<file path="config.mk">
export PLATFORM = sky130hd
export DESIGN_NAME = rvfi_commit_tracker
export DESIGN_NICKNAME = d
export VERILOG_FILES = /design/src/rtl/rvfi_commit_tracker.sv
export SDC_FILE = /design/constraint.sdc
export NUM_CORES = 1
export LEC_CHECK = 0
export BUFFER_PORTS_ARGS = -buffer_cell sky130_fd_sc_hd__buf_2
export CAP_MARGIN = 0
export CORE_MARGIN = 1
export CORE_UTILIZATION = 30
export CTS_BUF_LIST = sky130_fd_sc_hd__clkbuf_4 sky130_fd_sc_hd__clkbuf_8
export DETAILED_ROUTE_END_ITERATION = 10
export HOLD_SLACK_MARGIN = 0.1
export PLACE_DENSITY = 0.66
export SETUP_SLACK_MARGIN = 0.02
export SYNTH_ARGS = -nofsm -noshare
export SYNTH_HDL_FRONTEND = slang
export SYNTH_SLANG_ARGS = --single-unit
</file>
<file path="constraint.sdc">
create_clock -name clk -period 6.5 [get_ports clk]
set_input_delay 0.325 -clock clk [delete_from_list [all_inputs] [get_ports clk]]
set_output_delay 0.325 -clock clk [all_outputs]
set_load 0.005 [all_outputs]
</file>
<file path="src/rtl/rvfi_commit_tracker.sv">
// Commit-side RVFI monitor: per-channel order numbering plus self-loop halt and watchdog timeout.
// Optional stall statistics are enabled by defining COMMIT_STALL_STATS_EN.
module rvfi_commit_tracker #(
  parameter int NCH            = 2,
  parameter int XLEN           = 32,
  parameter int HALT_REPEAT    = 2,
  parameter int TIMEOUT_CYCLES = 4096,
  parameter int CNT_W          = 64
) (
  input  logic                  clk,
  input  logic                  rst,
  input  logic [NCH-1:0]        commit_valid,
  input  logic [NCH*XLEN-1:0]   commit_pc,
  input  logic [NCH*XLEN-1:0]   commit_next_pc,
  output logic [NCH*CNT_W-1:0]  order_out,
  output logic [CNT_W-1:0]      order_count,
  output logic                  halt,
  output logic                  timeout,
  output logic                  done,
  output logic [31:0]           stall_cycles
);

  localparam int PW = $clog2(NCH + 1);
  localparam int LW = $clog2(HALT_REPEAT + NCH + 1);
  localparam int IW = (TIMEOUT_CYCLES > 1) ? $clog2(TIMEOUT_CYCLES) : 1;
  localparam logic [IW-1:0] IDLE_LAST = (TIMEOUT_CYCLES > 0) ? IW'(TIMEOUT_CYCLES - 1) : '0;
  localparam logic [LW-1:0] HALT_LIM  = LW'(HALT_REPEAT);

  typedef enum logic [1:0] {RUN, HALTED, TIMEOUT} state_e;

  state_e           state_q, state_d;
  logic [CNT_W-1:0] order_count_q, order_count_d;
  logic [LW-1:0]    loop_cnt_q, loop_cnt_d;
  logic [IW-1:0]    idle_cnt_q, idle_cnt_d;
  logic [PW-1:0]    prefix [NCH+1];
  logic [NCH-1:0]   is_loop;
  logic [LW-1:0]    loop_sum;
  logic             any_valid, all_loop, timeout_hit;

  // prefix[i] counts valid channels older than channel i; prefix[NCH] is the cycle total
  always_comb begin
    prefix[0] = '0;
    for (int i = 0; i < NCH; i++) begin
      prefix[i+1] = prefix[i] + PW'(commit_valid[i]);
    end
  end

  genvar gi;
  generate
    for (gi = 0; gi < NCH; gi++) begin : g_ch
      assign is_loop[gi] = commit_next_pc[gi*XLEN +: XLEN] == commit_pc[gi*XLEN +: XLEN];
      assign order_out[gi*CNT_W +: CNT_W] = order_count_q + CNT_W'(prefix[gi]);
    end
  endgenerate

  assign any_valid = |commit_valid;
  assign all_loop  = &(is_loop | ~commit_valid);
  assign loop_sum  = loop_cnt_q + LW'(prefix[NCH]);

  always_comb begin
    state_d       = state_q;
    order_count_d = order_count_q;
    loop_cnt_d    = loop_cnt_q;
    idle_cnt_d    = idle_cnt_q;
    timeout_hit   = 1'b0;
    if (state_q == RUN) begin
      order_count_d = order_count_q + CNT_W'(prefix[NCH]);
      if (any_valid) begin
        if (all_loop) loop_cnt_d = (loop_sum >= HALT_LIM) ? HALT_LIM : loop_sum;
        else          loop_cnt_d = '0;
      end
      if (TIMEOUT_CYCLES != 0) begin
        idle_cnt_d  = any_valid ? '0 : idle_cnt_q + 1'b1;
        timeout_hit = !any_valid && (idle_cnt_q == IDLE_LAST);
      end
      // Halt takes priority should both ever fire together
      if (loop_cnt_d >= HALT_LIM) state_d = HALTED;
      else if (timeout_hit)       state_d = TIMEOUT;
    end
  end

  always_ff @(posedge clk or posedge rst) begin
    if (rst) begin
      state_q       <= RUN;
      order_count_q <= '0;
      loop_cnt_q    <= '0;
      idle_cnt_q    <= '0;
    end else begin
      state_q       <= state_d;
      order_count_q <= order_count_d;
      loop_cnt_q    <= loop_cnt_d;
      idle_cnt_q    <= idle_cnt_d;
    end
  end

`ifdef COMMIT_STALL_STATS_EN
  logic [31:0] stall_q, stall_d;

  always_comb begin
    stall_d = stall_q;
    if (state_q == RUN && !any_valid && stall_q != 32'hFFFF_FFFF) stall_d = stall_q + 32'd1;
  end

  always_ff @(posedge clk or posedge rst) begin
    if (rst) stall_q <= '0;
    else     stall_q <= stall_d;
  end

  assign stall_cycles = stall_q;
`else
  assign stall_cycles = 32'd0;
`endif

  assign order_count = order_count_q;
  assign halt        = (state_q == HALTED);
  assign timeout     = (state_q == TIMEOUT);
  assign done        = halt | timeout;

endmodule

</file>
Word-level counts from Yosys, hierarchy flattened:

Cells that the tools add are included.

* bits in registers: 81
* bits of input ports: 132
* output and inout port bits: 227
* logic and storage cells: 34

* $add $sub $neg: 5
* $lt $le $gt $ge: 2
* eq/ne operators: 5
* mux-type cells: 8
* bitwise operators: 3
* reduce and logical (&&, ||, !) cells: 7

Operators with widths (count)
* adder 64 x 1 -> 64 bit: 1
* adder 64 x 2 -> 64 bit: 1
* == test 32 bit: 2
* adder 12 x 1 -> 12 bit (second input constant): 1
* == test 12 bit (second input constant): 1
* 2-to-1 mux 12 bit: 1
* 2-to-1 mux 3 bit: 4
* greater-or-equal comparator 3 x 2 -> 1 bit (second input constant): 2
* 2-to-1 mux 2 bit: 2
* AND reduction 2 bit: 2
* adder 3 x 2 -> 3 bit: 1
* adder 1 x 1 -> 2 bit: 1
* == test 2 x 1 -> 1 bit (second input constant): 1
* == test 2 bit (second input constant): 1
* zero test 2 bit: 1
* inverter 2 bit: 1
* bitwise OR 2 bit: 1
* nonzero test 2 bit: 1
* OR reduction 2 bit: 1
* logical AND 1 bit: 1
* zero test 1 bit: 1
* 2-to-1 mux 1 bit: 1
* bitwise OR 1 bit: 1

Longest topological paths before layout:

* depth after elaboration: 10
* depth in mapped cells: 11

Worst setup path before layout:

No wires, ideal clock.

* path type: input to register
* start point: input commit_valid[0]
* end point: register order_count_q[58] (netlist: order_count[58])
* setup time: 0.127 ns
* arrival: 2.563 ns
* required time: 6.373 ns
* setup slack: 3.810 ns
* cell stages on the path: 11
* buffers on the path: 1
* cell sequence: inv_1 > ha_1 > ha_1 > fa_1 > nand4_1 > or2_1 > buf_6 > or3_4 > nor4_4 > nand4_1 > xnor2_1

* longest elaborated chain between the ends: 2

Ends and longest elaborated chain
* from (decl): RTL line 12 `input logic [NCH-1:0] commit_valid,`
* adder 1 x 1 -> 2 bit: RTL line 44 `prefix[i+1] = prefix[i] + PW'(commit_valid[i]);`
* adder 64 x 2 -> 64 bit: RTL line 67 `order_count_d = order_count_q + CNT_W'(prefix[NCH]);`
* to (signal assigned): RTL line 90 `order_count_q <= order_count_d;`
* to (decl): RTL line 32 `logic [CNT_W-1:0] order_count_q, order_count_d;`

No other way between the ends.
A chain may end at the register's enable or synchronous reset.

Worst setup path in the final report:

* start point: register order_count_q[0] (netlist: order_count[0])
* end point: output order_out[122]

* longest elaborated chain between the ends: 1

Ends and longest elaborated chain
* adder 64 x 1 -> 64 bit: RTL line 52 `assign order_out[gi*CNT_W +: CNT_W] = order_count_q + CNT_W'(prefix[gi]);`
* to (decl): RTL line 15 `output logic [NCH*CNT_W-1:0] order_out,`

No other way between the ends.

==> results.py <==
metrics = {
    "floorplanning": {
        "chipHeight_um": 149,
        "die_width_um": 149,
        "initial_core_util": 0.308,
        "rows": 53,
        "core-area_um2": 21200,
        "die-area_um2": 22300,
        "pin_count": 359,
    },
    "global_routing": {
        "grt_pass1_vias": 5350,
        "grt_max_degree": 55,
        "grt.overflow.total": 0,
        "grt_pass1_wl_um": 28900,
        "grt_use_total": 0.169,
        "antenna_found_initial": 0,
    },
    "power_and_ir_drop": {
        "p_leak_nw": 4.38,
        "ir_drop_mv": 0.0959,
        "power.density_nw_per_um2": 128,
    },
    "yosys": {
        "synth-adder-area-share": 0.0272,
        "yosysMostFrequentCell": "xor2_1",
        "synthArstFlopShare": 1.00,
        "ys_seq_elements": 81,
        "netlist_area_um2": 6520,
        "synth_top_family_by_area": "XOR/XNOR gates",
        "syn_area_per_cell_um2": 8.97,
        "synth.area.top_cells": "dfrtp_1 (31%), xor2_1 (18%), buf_4 (11%), xnor2_1 (8.6%), nand4_1 (3.5%)",
        "synth_edf_count": 0,
        "yosysUniqueCellTypes": 47,
        "synthXorXnorAreaFrac": 0.262,
        "synth_compound_area_frac": 0.0163,
        "ys_seq_area_frac": 0.311,
        "synth_mux_area_frac": 0.00499,
        "synthSimpleGateAreaFrac": 0.233,
        "syn_inst": 727,
        "synth_ff_type": "dfrtp_1",
        "yosysWarnings": 0,
        "yosysTopAreaCell": "dfrtp_1",
        "yosys-top-cells-count": "xor2_1 (131), buf_4 (99), dfrtp_1 (81)",
        "yosys.area.top_type_share": 0.311,
    },
    "timing": {
        "skew_ps": 13.2,
        "post-route-min-period_ps": 3590,
        "slew_viol_final": 0,
        "finalSetupTns_ps": 0,
        "max_freq_mhz": 278,
        "tightest_slew_ps": 743,
        "finalHoldViolCount": 0,
        "fin_ws_ps": 2910,
        "setup_viol_count_final": 0,
        "rsz0062_at_grt": "no",
        "relSlewSlack": 0.505,
        "holdWs_ps": 455,
        "period_share": 0.553,
    },
    "cts": {
        "cts_max_level": 3,
        "cts_root_buf": "clkbuf_8",
        "cts_tree": "done",
        "clockBufferDepth": 2,
        "cts_buffers": 9,
        "worstSkewPairLatency_ps": 380,
        "postCtsSetupRepairBufs": 0,
        "cts_num_sinks": 81,
        "clk_transition_reported_paths_ps": 90,
    },
    "finish": {
        "syn_to_final_growth_pct": 22.4,
        "fin_cells": 1250,
        "nets": 1115,
        "drive_above_1_share": 0.382,
        "antenna_cells": 0,
        "nFillCells": 2194,
    },
    "hold_path": {
        "min_path_type": "primary input to flip-flop",
        "hp-start": "commit_valid[0]",
        "holdPathEnd": "loop_cnt_q[1]",
        "holdPathStages": 4,
    },
    "outcome": {
        "outcome": "complete, no violations",
    },
    "route": {
        "drt_iter0_markers": 284,
        "postRouteAntennaNets": 0,
        "vias": 5736,
        "post_drt_wl_per_cell_um": 15.1,
        "firstDrtPassIters": 4,
        "wl_um": 18900,
        "drc_errors": 0,
        "routed_via_density": 4.59,
    },
    "placement": {
        "dp_hpwl_um": 15300,
        "post-place-ws_ps": 3230,
        "numPortBuffers": 326,
        "gp_congestion": 0.845,
        "dp_cells": 1233,
    },
    "worst_setup_path": {
        "critPathSlowestCell": "nor4_2",
        "path_common_cell": "ha_1",
        "r2r_start": "state_q[0]",
        "r2r_end": "order_count[58]",
        "path_cells": "ha_1, ha_1, nand3_1, or2_1, or3_1, nor4_2, nand4_1, xnor2_1, buf_2",
        "cp_max_fo": 7,
        "worst_ep_required_time_ps": 6170,
        "ff2ff_setup_slack_ps": 3340,
        "max_stage_delay_ps": 530,
        "reg2reg_depth": 8,
        "path_class": "flip-flop to primary output",
        "critPathArrivalTime_ps": 3270,
        "critPathCaptureType": "primary output",
        "worstSetupStartpointType": "flip-flop",
    },
    "run": {
        "maxCapViolations": 0,
    },
}
==> routing by layer <==
layer,part of all wire,GRT usage
met1,0.40,0.199
met2,0.53,0.313
met3,0.055,0.0235
met4,0.014,0.0510
met5,0,0
==> worst max-delay path: cells and delay by family (launching register included) <==
kind	cells	cell delay (ps)
buffers and inverters	1	130
flip-flops	1	420
XOR/XNOR	1	170
AND/OR/NAND/NOR	5	1740
adder cells (fa/ha/maj)	2	410
==> layout make-up <==
cell class / instances / area [um2] / share of cell area
repair buffers: 328 / 1650 / 0.207
clock buffers: 11 / 151 / 0.0190
clock inverters: 5 / 67.6 / 0.00847
multi-input cells: 531 / 3670 / 0.460
inverters: 19 / 72.6 / 0.00910
well taps: 275 / 344 / 0.0431
flip-flops and latches: 81 / 2030 / 0.254
==> cells in the final DEF, fill, tap and decap left out, types with 19 or more instances in the layout <==
cell / n
nand3_1: 32
xnor2_1: 64
nand4_1: 36
buf_2: 326
nor4_1: 19
nand2_1: 51
dfrtp_1: 81
nor2_1: 51
conb_1: 32
xor2_1: 131
==> kinds of logic after synthesis <==
family | after synthesis
multiplexers | 3
AND/OR/NAND/NOR | 270
AO/OA/AOI/OAI | 18
flip-flops | 81
buffers and inverters | 146
other | 1
XOR/XNOR | 195
adder cells (fa/ha/maj) | 13
==> power breakdown <==
part	leakage, nW	switching [mW]	internal, mW
Sequential	1.05	0	0.503
Clock	0.113	0.213	0.206
Combinational	3.21	0.0542	0.0490
==> per-stage QoR <==
step / power, mW / utilization / area (um2)
after floorplan: 0.571 / - / 6640
after global placement: 0.616 / 0.366 / 7750
after detailed placement: 0.618 / 0.366 / 7750
after CTS: 1.04 / 0.377 / 7980
after global routing: 1.07 / 0.377 / 7980
final: 1.02 / 0.377 / 7980
==> timing repair <==
item | in CTS | in global routing
gates resized for setup | 0 | 0
hold buffers | 1 | 0
hold endpoints to repair | 27 | 0
==> state kept, by name, summed over array words and instances (netlist names), named ones only <==
register / flops
order_count: 64
idle_cnt_q: 12
loop_cnt_q: 2
state_q: 2
==> how the worst max path moves through the flow <==
stage / cells after the start / to / from
floorplan: 11 / order_count[58] / commit_valid[0]
global placement: 10 / order_out[122] / commit_valid[0]
detailed placement: 10 / order_out[122] / commit_valid[0]
CTS: 9 / order_out[122] / order_count[0]
global route: 9 / order_out[122] / order_count[0]
finish: 9 / order_out[122] / order_count[0]
Power figures use the tool's default switching activity.
